$ cat src/rtl/hidden_layer_mac.sv
// Hidden DNN layer: four neurons, one input index per cycle,
// bias + ReLU + shift + saturate to 0..15.
module hidden_layer_mac #(
    parameter logic [79:0] W     = {16{5'b00001}},
    parameter logic [31:0] B     = 32'd0,
    parameter int unsigned SHIFT = 0
) (
    input  logic       clk,
    input  logic       rst_n,
    input  logic       input_ready,
    input  logic [4:0] in0,
    input  logic [4:0] in1,
    input  logic [4:0] in2,
    input  logic [4:0] in3,
    output logic [4:0] out0,
    output logic [4:0] out1,
    output logic [4:0] out2,
    output logic [4:0] out3,
    output logic       output_ready,
    output logic       busy
);

    typedef enum logic [1:0] {
        IDLE,
        MAC,
        ACT
    } state_t;

    state_t             state_q, state_d;
    logic [1:0]         idx_q, idx_d;
    logic               rdy_q, rdy_d;
    logic signed [11:0] acc_q [4];
    logic signed [11:0] acc_d [4];
    logic [4:0]         in_q  [4];
    logic [4:0]         in_d  [4];
    logic [4:0]         out_q [4];
    logic [4:0]         out_d [4];
    logic [4:0]         w_sel [4];
    logic signed [9:0]  prod  [4];
    logic [4:0]         in_sel;

    function automatic logic [4:0] activate(input logic signed [11:0] a);
        logic signed [11:0] r;
        logic signed [11:0] s;
        r = a[11] ? 12'sd0 : a;
        s = r >>> SHIFT;
        return (s > 12'sd15) ? 5'd15 : s[4:0];
    endfunction

    assign in_sel = in_q[idx_q];

    always_comb begin
        state_d = state_q;
        idx_d   = idx_q;
        rdy_d   = 1'b0;
        for (int n = 0; n < 4; n++) begin
            acc_d[n] = acc_q[n];
            in_d[n]  = in_q[n];
            out_d[n] = out_q[n];
            w_sel[n] = W[(n * 4 + int'(idx_q)) * 5 +: 5];
            prod[n]  = $signed({{5{in_sel[4]}}, in_sel})
                     * $signed({{5{w_sel[n][4]}}, w_sel[n]});
        end
        unique case (state_q)
            IDLE: begin
                if (input_ready) begin
                    in_d[0] = in0;
                    in_d[1] = in1;
                    in_d[2] = in2;
                    in_d[3] = in3;
                    for (int n = 0; n < 4; n++) begin
                        acc_d[n] = {{4{B[n * 8 + 7]}}, B[n * 8 +: 8]};
                    end
                    idx_d   = 2'd0;
                    state_d = MAC;
                end
            end
            MAC: begin
                for (int n = 0; n < 4; n++) begin
                    acc_d[n] = acc_q[n] + {{2{prod[n][9]}}, prod[n]};
                end
                idx_d = idx_q + 2'd1;
                if (idx_q == 2'd3) state_d = ACT;
            end
            ACT: begin
                for (int n = 0; n < 4; n++) begin
                    out_d[n] = activate(acc_q[n]);
                end
                rdy_d   = 1'b1;
                state_d = IDLE;
            end
            default: state_d = IDLE;
        endcase
    end

    always_ff @(posedge clk) begin
        if (!rst_n) begin
            state_q <= IDLE;
            idx_q   <= 2'd0;
            rdy_q   <= 1'b0;
            for (int n = 0; n < 4; n++) begin
                acc_q[n] <= 12'sd0;
                in_q[n]  <= 5'd0;
                out_q[n] <= 5'd0;
            end
        end else begin
            state_q <= state_d;
            idx_q   <= idx_d;
            rdy_q   <= rdy_d;
            for (int n = 0; n < 4; n++) begin
                acc_q[n] <= acc_d[n];
                in_q[n]  <= in_d[n];
                out_q[n] <= out_d[n];
            end
        end
    end

    assign out0         = out_q[0];
    assign out1         = out_q[1];
    assign out2         = out_q[2];
    assign out3         = out_q[3];
    assign output_ready = rdy_q;
    assign busy         = (state_q != IDLE);

endmodule

$ cat config.mk
export PLATFORM = sky130hd
export DESIGN_NAME = hidden_layer_mac
export DESIGN_NICKNAME = d
export VERILOG_FILES = /design/src/rtl/hidden_layer_mac.sv
export SDC_FILE = /design/constraint.sdc
export NUM_CORES = 1
export LEC_CHECK = 0
export BUFFER_PORTS_ARGS = -buffer_cell sky130_fd_sc_hd__buf_2
export CORE_MARGIN = 1.5
export CORE_UTILIZATION = 40
export DETAILED_ROUTE_END_ITERATION = 8
export PLACE_DENSITY = 0.62
export SYNTH_ARGS = -nofsm -noshare
export SYNTH_HDL_FRONTEND = slang
export SYNTH_SLANG_ARGS = --single-unit
$ cat constraint.sdc
create_clock -name clk -period 3.8 [get_ports clk]
set_clock_uncertainty 0.1 [all_clocks]
set_input_delay 0.76 -clock clk [delete_from_list [all_inputs] [get_ports clk]]
set_output_delay 0.76 -clock clk [all_outputs]
set_load 0.02 [all_outputs]
Yosys cells after proc, flatten, opt, wreduce, memory -nomap -nowiden:

Memory sizes are Yosys's and may differ from the RTL's. A register that Yosys moved wholly into a read port is not among the register bits.
Index checks and enable logic that the tools add are counted.

* flip-flop bits (word level): 5
* RAM bits: 88
* bits of input ports: 23
* output and inout bits: 22
* word-level logic and storage cells: 90
* memories: 3

* add/subtract/negate cells: 8
* multiply operators: 8
* order comparisons: 4
* equal/unequal tests: 7
* shifts and indexed selects: 4
* mux-type cells: 35
* bitwise operators: 12
* reduce and logical (&&, ||, !) cells: 6

Memories
* acc_q: depth 4, width 12, read ports 4, clocked after Yosys merged registers in 0, write ports 4, RTL line 32 `logic signed [11:0] acc_q [4];`
* in_q: depth 4, width 5, read ports 1, clocked after Yosys merged registers in 1, write ports 4, RTL line 34 `logic [4:0] in_q [4];`
* out_q: depth 4, width 5, read ports 4, clocked after Yosys merged registers in 0, write ports 4, RTL line 36 `logic [4:0] out_q [4];`

Operator list (number)
* $shiftx 80x9->5 const A: 2
* $pmux 48 s2: 1
* $shiftx 80x6->5 const A: 1
* $shiftx 80x8->5 const A: 1
* $mux 20: 3
* $mux 5: 12
* $add 12x12->12: 4
* $mux 12: 4
* $mux 48: 1
* $gt 11x4->1 const B: 4
* $mux 11: 4
* $mul 5x5->10: 4
* $mul 5x3->8 const B: 2
* $or 1x1->1: 12
* $add 4x2->5 const A: 2
* $mux 2: 5
* $pmux 2 s2: 2
* $mul 4x3->7 const B: 1
* $ne 2x2->1 const B: 3
* $mul 2x3->5 const B: 1
* $add 3x2->4 const A: 1
* $eq 2x2->1 const B: 2
* $reduce_and 2->1: 2
* $reduce_bool 2->1: 2
* other kinds (6): 8

Logic depth before layout (Yosys ltp):

Gate-level depths: netlist of the first run.

* word-level depth: 7
* depth in mapped cells: 12
* depth with buffers taken out: 11

Worst setup path after synthesis of the first run:

No wires, ideal clock.

* path type: flip-flop to flip-flop
* start: reg (tool-made name)
* end: mem acc_q[0][10]
* setup time: 0.125 ns
* arrival time: 2.880 ns
* required time: 3.575 ns
* setup slack: 0.695 ns
* stages on the path, launching flop included: 12
* path buffers: 1
* period minus slack after synthesis: 3.105 ns
* cell sequence: dfxtp_1 -> buf_2 -> mux4_2 -> ha_1 -> fa_1 -> a21oi_2 -> o21ai_1 -> o311a_1 -> o41a_1 -> a21oi_2 -> xor2_1 -> o21ai_1

RTL lines (RTL line)
* end, declared: 32

==> results of run 1 <==
-- area by class of cell --
class / instances / area, sq um / area share, %
flip-flops and latches: 95 / 2102 / 35.12
clock inverters: 2 / 60.06 / 1.004
clock buffers: 14 / 285.3 / 4.767
well taps: 172 / 215.2 / 3.596
multi-input cells: 418 / 2933 / 49.01
inverters: 29 / 108.9 / 1.819
repair buffers: 52 / 280.3 / 4.683
-- report_power, final --
part	leakage (uW)	internal, uW	switching [uW]
Clock	0.000168	653	378
Combinational	0.00153	228	319
Sequential	0.000825	1100	50.2
-- cell families after synthesis --
family	share of synthesized area [%]
compound gates	20.03
xor+xnor	5.863
fa+ha+maj	12.30
buf+inv	3.709
flops	40.20
mux	2.537
simple gates	15.36
-- worst register-to-register path: cells and delay by family (launching register included) --
kind / cells / cell delay, ns
AOI/OAI and AO/OA: 6 / 1.17
xor gates and xnor gates: 1 / 0.15
adders and majority gates: 2 / 0.69
DFF: 1 / 0.51
muxes: 1 / 0.62
-- stage by stage --
step,instance area (sq um),utilization [%],hold slack (ns)
after CTS,5984,47.23,0.3650
after global routing,5984,47.23,0.3920
after global placement,5639,44.50,0.3578
after detailed placement,5639,44.50,0.3564
final,5984,47.23,0.3629
after floorplan,5229,-,0.3381
-- registers in the layout, indices dropped and copies added, names as in the netlist, named ones only --
register      cells
acc_q            48
idx_q             2
in_q             20
out_q            20
output_ready      1
state_q           2
-- path summary, 6_finish.rpt --
path | from | endpoint | cells past startpoint | slack (ns)
max reg2reg | register | acc_q[0][10] | 10 | 0.45
max | register | acc_q[0][10] | 10 | 0.45
min reg2reg | acc_q[0][9] | acc_q[0][9] | 2 | 0.36
min | acc_q[0][9] | acc_q[0][9] | 2 | 0.36
-- cell usage in the layout (no fill, tap or decap), types with 8 or more instances in the layout --
master,count
dfxtp_1,75
nand2_1,47
ha_1,45
nor2_1,44
buf_2,44
a21oi_1,40
o21ai_0,38
inv_1,29
and2_1,22
a211oi_1,20
xor2_1,20
edfxtp_1,20
xnor2_1,15
o22ai_1,13
o21ai_1,10
clkbuf_16,10
nand3_1,8
buf_4,8
-- per-layer routing --
metal	vias to the layer above	part of all wire [%]	track usage, %
met5	-	0	0
met4	0	1.9	6.713
met3	13	3.9	3.648
met2	77	45	27.39
met1	1857	49	21.64
li1	2128	-	-
==> results.cfg, run 1 <==
[global_route]
grt-ovfl-total = 0
gr-usage-all-layers_pct = 16.79
grt_pass1_wl_mm = 18.79
grt_pass1_vias = 4105
grt_max_degree = 26
antenna_found_initial = 0

[critical_path]
crit_arrival_ns = 3.48
crit_family = compound AO/OA/AOI/OAI gates
cp.required_ns = 3.93
crit_buf_inv = 0
crit_fanout = 5
slowest_stage = mux4_2
worst_setup_path_end_kind = register
crit_chain = mux4_2 > ha_1 > fa_1 > a21oi_2 > o21ai_1 > o311a_1 > o41a_1 > a21oi_2 > xor2_1 > o21ai_1
crit_type = reg2reg
slowest_delay_ns = 0.62
cp-start-kind = register

[pwr]
irDropWorstVdd_uv = 224.4
power_density_nw_per_um2 = 455.8
leakage_uw = 0.002524
finalPower_uw = 2728

[logic_synthesis]
synth-seq-area-share_pct = 40.20
syn_nets = 635
synthFlopType = dfxtp_1
yosys-top-cells-count = dfxtp_1, nand2_1, ha_1, nor2_1, a21oi_1
postSynthAreaPerCell_sq_um = 9.287
yosys-top-cells-area = dfxtp_1, edfxtp_1, ha_1
synthCells = 563
yosys_warnings = 0
yosysTopAreaCell = dfxtp_1
synth_edf_count = 20
syn_area_sq_um = 5229
synth.top_cell.area_share_pct = 28.72
synth.distinct_cells = 52
ys_ff_latch = 95
synth_async_sr_flop_share_pct = 0
synth_most_common_cell = dfxtp_1

[cts]
h-tree-depth = 3
clk_pin_slew_worst_paths_ns = 0.06
cts_tree = yes
cts_made_buffers = 9
clockBufferDepth = 2
cts_root_buf = clkbuf_16
cts_resized = 0
cts_setup_buffers = 0
insertion_delay_ns = 0.35
ctsHoldBuffers = 0
cts.sinks = 95

[route]
vias = 4075
drc = 0
antenna_left = 0
route.detailed.wl_per_inst_um = 14.18
drtPass1Iterations = 4
dr.first_iter.drc_count = 300
viasPerCell = 5.211
totalWireLength_mm = 11.09

[sta]
timing.final.ws_setup_ns = 0.4467
setup_viol = 0
hold_viol_final = 0
finalCritPeriodShare_pct = 88.24
worst_slew_pin_slew_ns = 0.8447
fmax_ghz = 0.2982
fin_crit_ns = 3.353
rsz0062_at_grt = false
slew_headroom_pct = 43.48
fin_setup_tns_ns = 0
slew_viol_final = 0

[place]
pre_cts_ws_ns = 0.4467
place.port_buffers = 44
gp_congestion = 0.8460
place_inst = 766
dp_hpwl_mm = 8.061

[outcome]
status = finished, final reports clean

[layout]
layout-drive-gt1-share_pct = 13.61
nNetsFinal = 677
antenna_cells = 0
nFillCells = 1175
area_growth_pct = 14.45
stdcell_count = 782

[floorplanning]
std_cell_rows = 41
core_area_sq_um = 12670
die_x_um = 117.3
start_util_pct = 41.27
num_io_pins = 45
die_area_sq_um = 13770
die_h_um = 117.3

[run]
cap_violations = 0

[worst_hold_path]
min_path_type = reg2reg
(Power assumes the default switching activity.)
==> inputs of run 2 (changes only) <==
clock period = 3.2 ns   (was 3.8 ns; I/O delays follow)
==> results.cfg, run 2 (synthesis results as in run 1) <==
[route]
route.detailed.wl_per_inst_um = 14.27
vias = 4176
drc = 0
antenna_left = 0
viasPerCell = 5.266
totalWireLength_mm = 11.32
dr.first_iter.drc_count = 181
drtPass1Iterations = 4

[floorplanning]
core_area_sq_um = 12670
num_io_pins = 45
die_area_sq_um = 13770
die_x_um = 117.3
start_util_pct = 41.27
std_cell_rows = 41
die_h_um = 117.3

[critical_path]
regToRegEndpoint = acc_q[2][7]
worst-r2r-setup-slack_ns = 0.18
crit_fanout = 5
crit_type = reg2reg
worst_setup_path_end_kind = register
crit_arrival_ns = 3.16
cp.required_ns = 3.34
r2r_cells = 10
cp-start-kind = register

[sta]
fmax_ghz = 0.3309
slew_viol_final = 0
fin_setup_tns_ns = 0
worst_slew_pin_slew_ns = 0.8867
setup_viol = 0
hold_viol_final = 0
rsz0062_at_grt = false
fin_crit_ns = 3.022
finalCritPeriodShare_pct = 94.43
slew_headroom_pct = 40.89

[worst_hold_path]
min_path_type = reg2reg
hold_path_end = acc_q[0][10]
min-delay-start = acc_q[0][10]
min_path_cells = 2

[pwr]
seqPwrFrac_pct = 43.8
pwr-share-comb_pct = 21.9
leakage_uw = 0.002552
power_density_nw_per_um2 = 516.5
intPower_uw = 2226
irDropWorstVdd_uv = 292.3
switching_share_pct = 28.53
clkPwrFrac_pct = 34.3
p_sw_uw = 888.8

[layout]
nNetsFinal = 688
max_flop_register = acc_q
layout_common_cells = dfxtp_1, nand2_1, ha_1, nor2_1, buf_2
utilization_pct = 47.60
antenna_cells = 0
final_common_cell = dfxtp_1
largest_reg_flops = 48
layout-drive-gt1-share_pct = 15.30
area_growth_pct = 15.34
nFillCells = 1214
reg.largest.list = acc_q x48, in_q x20, out_q x20

[cts]
clk_pin_slew_worst_paths_ns = 0.06
cts_tree = yes
h-tree-depth = 3
cts_root_buf = clkbuf_16
insertion_delay_ns = 0.35
cts.sinks = 95
clockBufferDepth = 2
cts_made_buffers = 9
ctsHoldBuffers = 0

[place]
gp_congestion = 0.8717
dp_hpwl_mm = 8.134
place.port_buffers = 44

[global_route]
grt-ovfl-total = 0
gr-usage-all-layers_pct = 17.16
grt_pass1_vias = 4037
grt_max_degree = 33
grt_pass1_wl_mm = 19.13
antenna_found_initial = 0

[outcome]
status = finished, final reports clean

[run]
cap_violations = 0
==> run 2: worst max path at each step <==
stage | from | endpoint | cells after the start
after global placement | register | acc_q[0][10] | 10
after detailed placement | register | acc_q[0][10] | 10
after floorplan | register | acc_q[0][10] | 11
after global routing | register | acc_q[2][9] | 10
after CTS | register | acc_q[0][10] | 10
final | register | acc_q[2][7] | 10
==> run 2: layer usage <==
layer | part of all wire, % | vias to the layer above | global-route usage [%]
met4 | 1.4 | 0 | 5.478
li1 | - | 2142 | -
met1 | 48 | 1945 | 22.11
met3 | 3.8 | 10 | 3.794
met5 | 0 | - | 0
met2 | 47 | 79 | 28.64
==> run 2: area by class of cell <==
class | instances | area [sq um] | area share, %
Multi-Input combinational cell | 418 | 2935 | 48.67
Inverter | 29 | 108.9 | 1.805
Sequential cell | 95 | 2103 | 34.88
Clock inverter | 3 | 42.54 | 0.7054
Timing Repair Buffer | 63 | 375.4 | 6.224
Tap cell | 172 | 215.2 | 3.568
Clock buffer | 13 | 250.2 | 4.149
==> run 2: through the flow <==
stage          hold WS [ns]  std cells  total power (uW)  instance area [sq um]  setup WS [ns]
6_report             0.3682        793              3115                   6031         0.1783
5_1_grt              0.3883        793              3284                   6031       0.006659
4_1_cts              0.3715        793              3140                   6027         0.1206
3_5_place_dp         0.3614        777              2067                   5734         0.1147
3_3_place_gp         0.3587        777              2050                   5734         0.1686
2_1_floorplan        0.3381        563              1888                   5229        0.09505
==> run 2: worst max-delay path, stage by stage (launching register included) <==
cell       delay (ns)
dfxtp_2          0.35
buf_4            0.13
mux4_2           0.55
buf_4            0.19
ha_1             0.30
a211oi_2         0.27
o21bai_2         0.13
a2111oi_2        0.46
nor2_1           0.11
xor2_1           0.15
a22o_1           0.17
==> run 2: repair_timing <==
action,4_1_cts,5_1_grt
buffers inserted,0,0
endpoints found under the setup margin,0,7
hold endpoints to repair,0,0
gates resized for setup,0,2
==> run 2: power by group through the flow <==
stage                     registers (uW)  clock network (uW)  logic [uW]
after floorplan                     1370                   0         517
after global placement              1390                   0         665
after detailed placement            1390                   0         678
after CTS                           1360                1090         683
after global routing                1370                1150         765
final                               1360                1070         683
==> inputs of run 3 (changes only) <==
CORE_MARGIN = 8   (was 1.5)
clock period = 3.7 ns   (was 3.2 ns; I/O delays follow)
==> results.cfg, run 3 (synthesis results as in run 1) <==
[outcome]
status = finished, final reports clean

[layout]
reg.largest.list = acc_q x48, in_q x20, out_q x20
max_flop_register = acc_q
layout-drive-gt1-share_pct = 13.61
antenna_cells = 0
multi_input_area_sq_um = 2933
final_common_cell = dfxtp_1
largest_reg_flops = 48
nNetsFinal = 677
area_growth_pct = 12.95
stdcell_count = 782
regArea_sq_um = 2102
fin_area_sq_um = 5906
layout_common_cells = dfxtp_1, nand2_1, ha_1, nor2_1, buf_2
nFillCells = 1218

[floorplanning]
num_io_pins = 45
die_h_um = 130.3
die_x_um = 130.3
die_area_sq_um = 16990
std_cell_rows = 41
start_util_pct = 41.27
core_area_sq_um = 12670

[sta]
fin_crit_ns = 3.394
fin_setup_tns_ns = 0
slew_viol_final = 0
slew_headroom_pct = 44.18
hold_viol_final = 0
worst_slew_pin_slew_ns = 0.8342
rsz0062_at_grt = false
fmax_ghz = 0.2947
setup_viol = 0
finalCritPeriodShare_pct = 91.72
timing.final.ws_setup_ns = 0.3064

[place]
place.port_buffers = 44
place_inst = 766
pre_cts_ws_ns = 0.3114
dp_hpwl_mm = 8.693
gp_congestion = 0.8374
dpl-instance-area_sq_um = 5639

[cts]
cts_tree = yes
cts.sinks = 95
clk_pin_slew_worst_paths_ns = 0.07
cts_setup_buffers = 0
cts_made_buffers = 9
ctsHoldBuffers = 0
h-tree-depth = 3
insertion_delay_ns = 0.35
cts_root_buf = clkbuf_16
cts_resized = 0
clockBufferDepth = 2

[global_route]
grt_pass1_vias = 4163
grt_pass1_wl_mm = 19.82
antenna_found_initial = 0
grt_max_degree = 26
gr-usage-all-layers_pct = 14.76
grt-ovfl-total = 0

[critical_path]
crit_type = reg2reg
worst_setup_path_end_kind = register
slowest_delay_ns = 0.61
cp.required_ns = 3.80
crit_fanout = 5
cp-start-kind = register
slowest_stage = mux4_2
crit_arrival_ns = 3.50
r2r_cells = 10
crit_chain = mux4_2 > ha_1 > fa_1 > a21oi_2 > o21ai_1 > o311a_1 > o41a_1 > a21oi_2 > xor2_1 > o21ai_1

[route]
drtPass1Iterations = 4
vias = 4161
route.detailed.wl_per_inst_um = 15.13
totalWireLength_mm = 11.84
drc = 0
antenna_left = 0
dr.first_iter.drc_count = 281
viasPerCell = 5.321

[worst_hold_path]
min_path_cells = 2
min_path_type = reg2reg

[run]
cap_violations = 0

[pwr]
power_density_nw_per_um2 = 441.2
leakage_uw = 0.002481
finalPower_uw = 2606
irDropWorstVdd_uv = 221.6
[run 3: cell count changes in the layout (fill, tap and decap cells not counted), sizes merged]
cell / change
buf: -11
clkbuf: -2
bufinv: -1
clkinv: +1
clkinvlp: +1
inv: +1
[run 3: final timing paths]
| path | start | endpoint | slack [ns] |
|---|---|---|---|
| setup / recovery | register | acc_q[0][10] | 0.31 |
| hold / removal | acc_q[0][9] | acc_q[0][9] | 0.37 |
| setup reg to reg | register | acc_q[0][10] | 0.31 |
| hold reg to reg | acc_q[0][9] | acc_q[0][9] | 0.37 |
[run 3: per-layer routing]
layer	vias to the layer above	share of wire (%)	GRT usage [%]	wire, um
met5	-	0	0	0
met4	0	2.5	7.157	300
met3	22	4.9	3.346	581
met2	93	45	24.38	5345
met1	1922	47	17.84	5606
li1	2124	-	-	-
[run 3: stage by stage]
step                      utilization (%)  hold WS (ns)
after global placement              44.50        0.3599
after CTS                           46.61        0.3739
after floorplan                         -        0.3381
after global routing                46.61        0.3904
final                               46.61        0.3683
after detailed placement            44.50        0.3659
[run 3: where the power goes]
part / internal (uW) / switching [uW] / total (uW)
registers: 1130 / 51.4 / 1180
clock network: 456 / 400 / 857
logic: 235 / 334 / 569
total: 1820 / 786 / 2610
[run 3: final cells by class]
cell class,instances,share of cell area (%)
clock inverters,5,0.5720
clock buffers,11,3.941
well taps,172,3.644
inverters,29,1.843
repair buffers,52,4.746
flip-flops and latches,95,35.59
multi-input cells,418,49.66
[run 3: worst max-delay path, delay by kind of cell (launching register included)]
kind            cells  cell delay [ns]
compound gates      6             1.19
xor+xnor            1             0.15
fa+ha+maj           2             0.69
flops               1             0.51
mux                 1             0.61
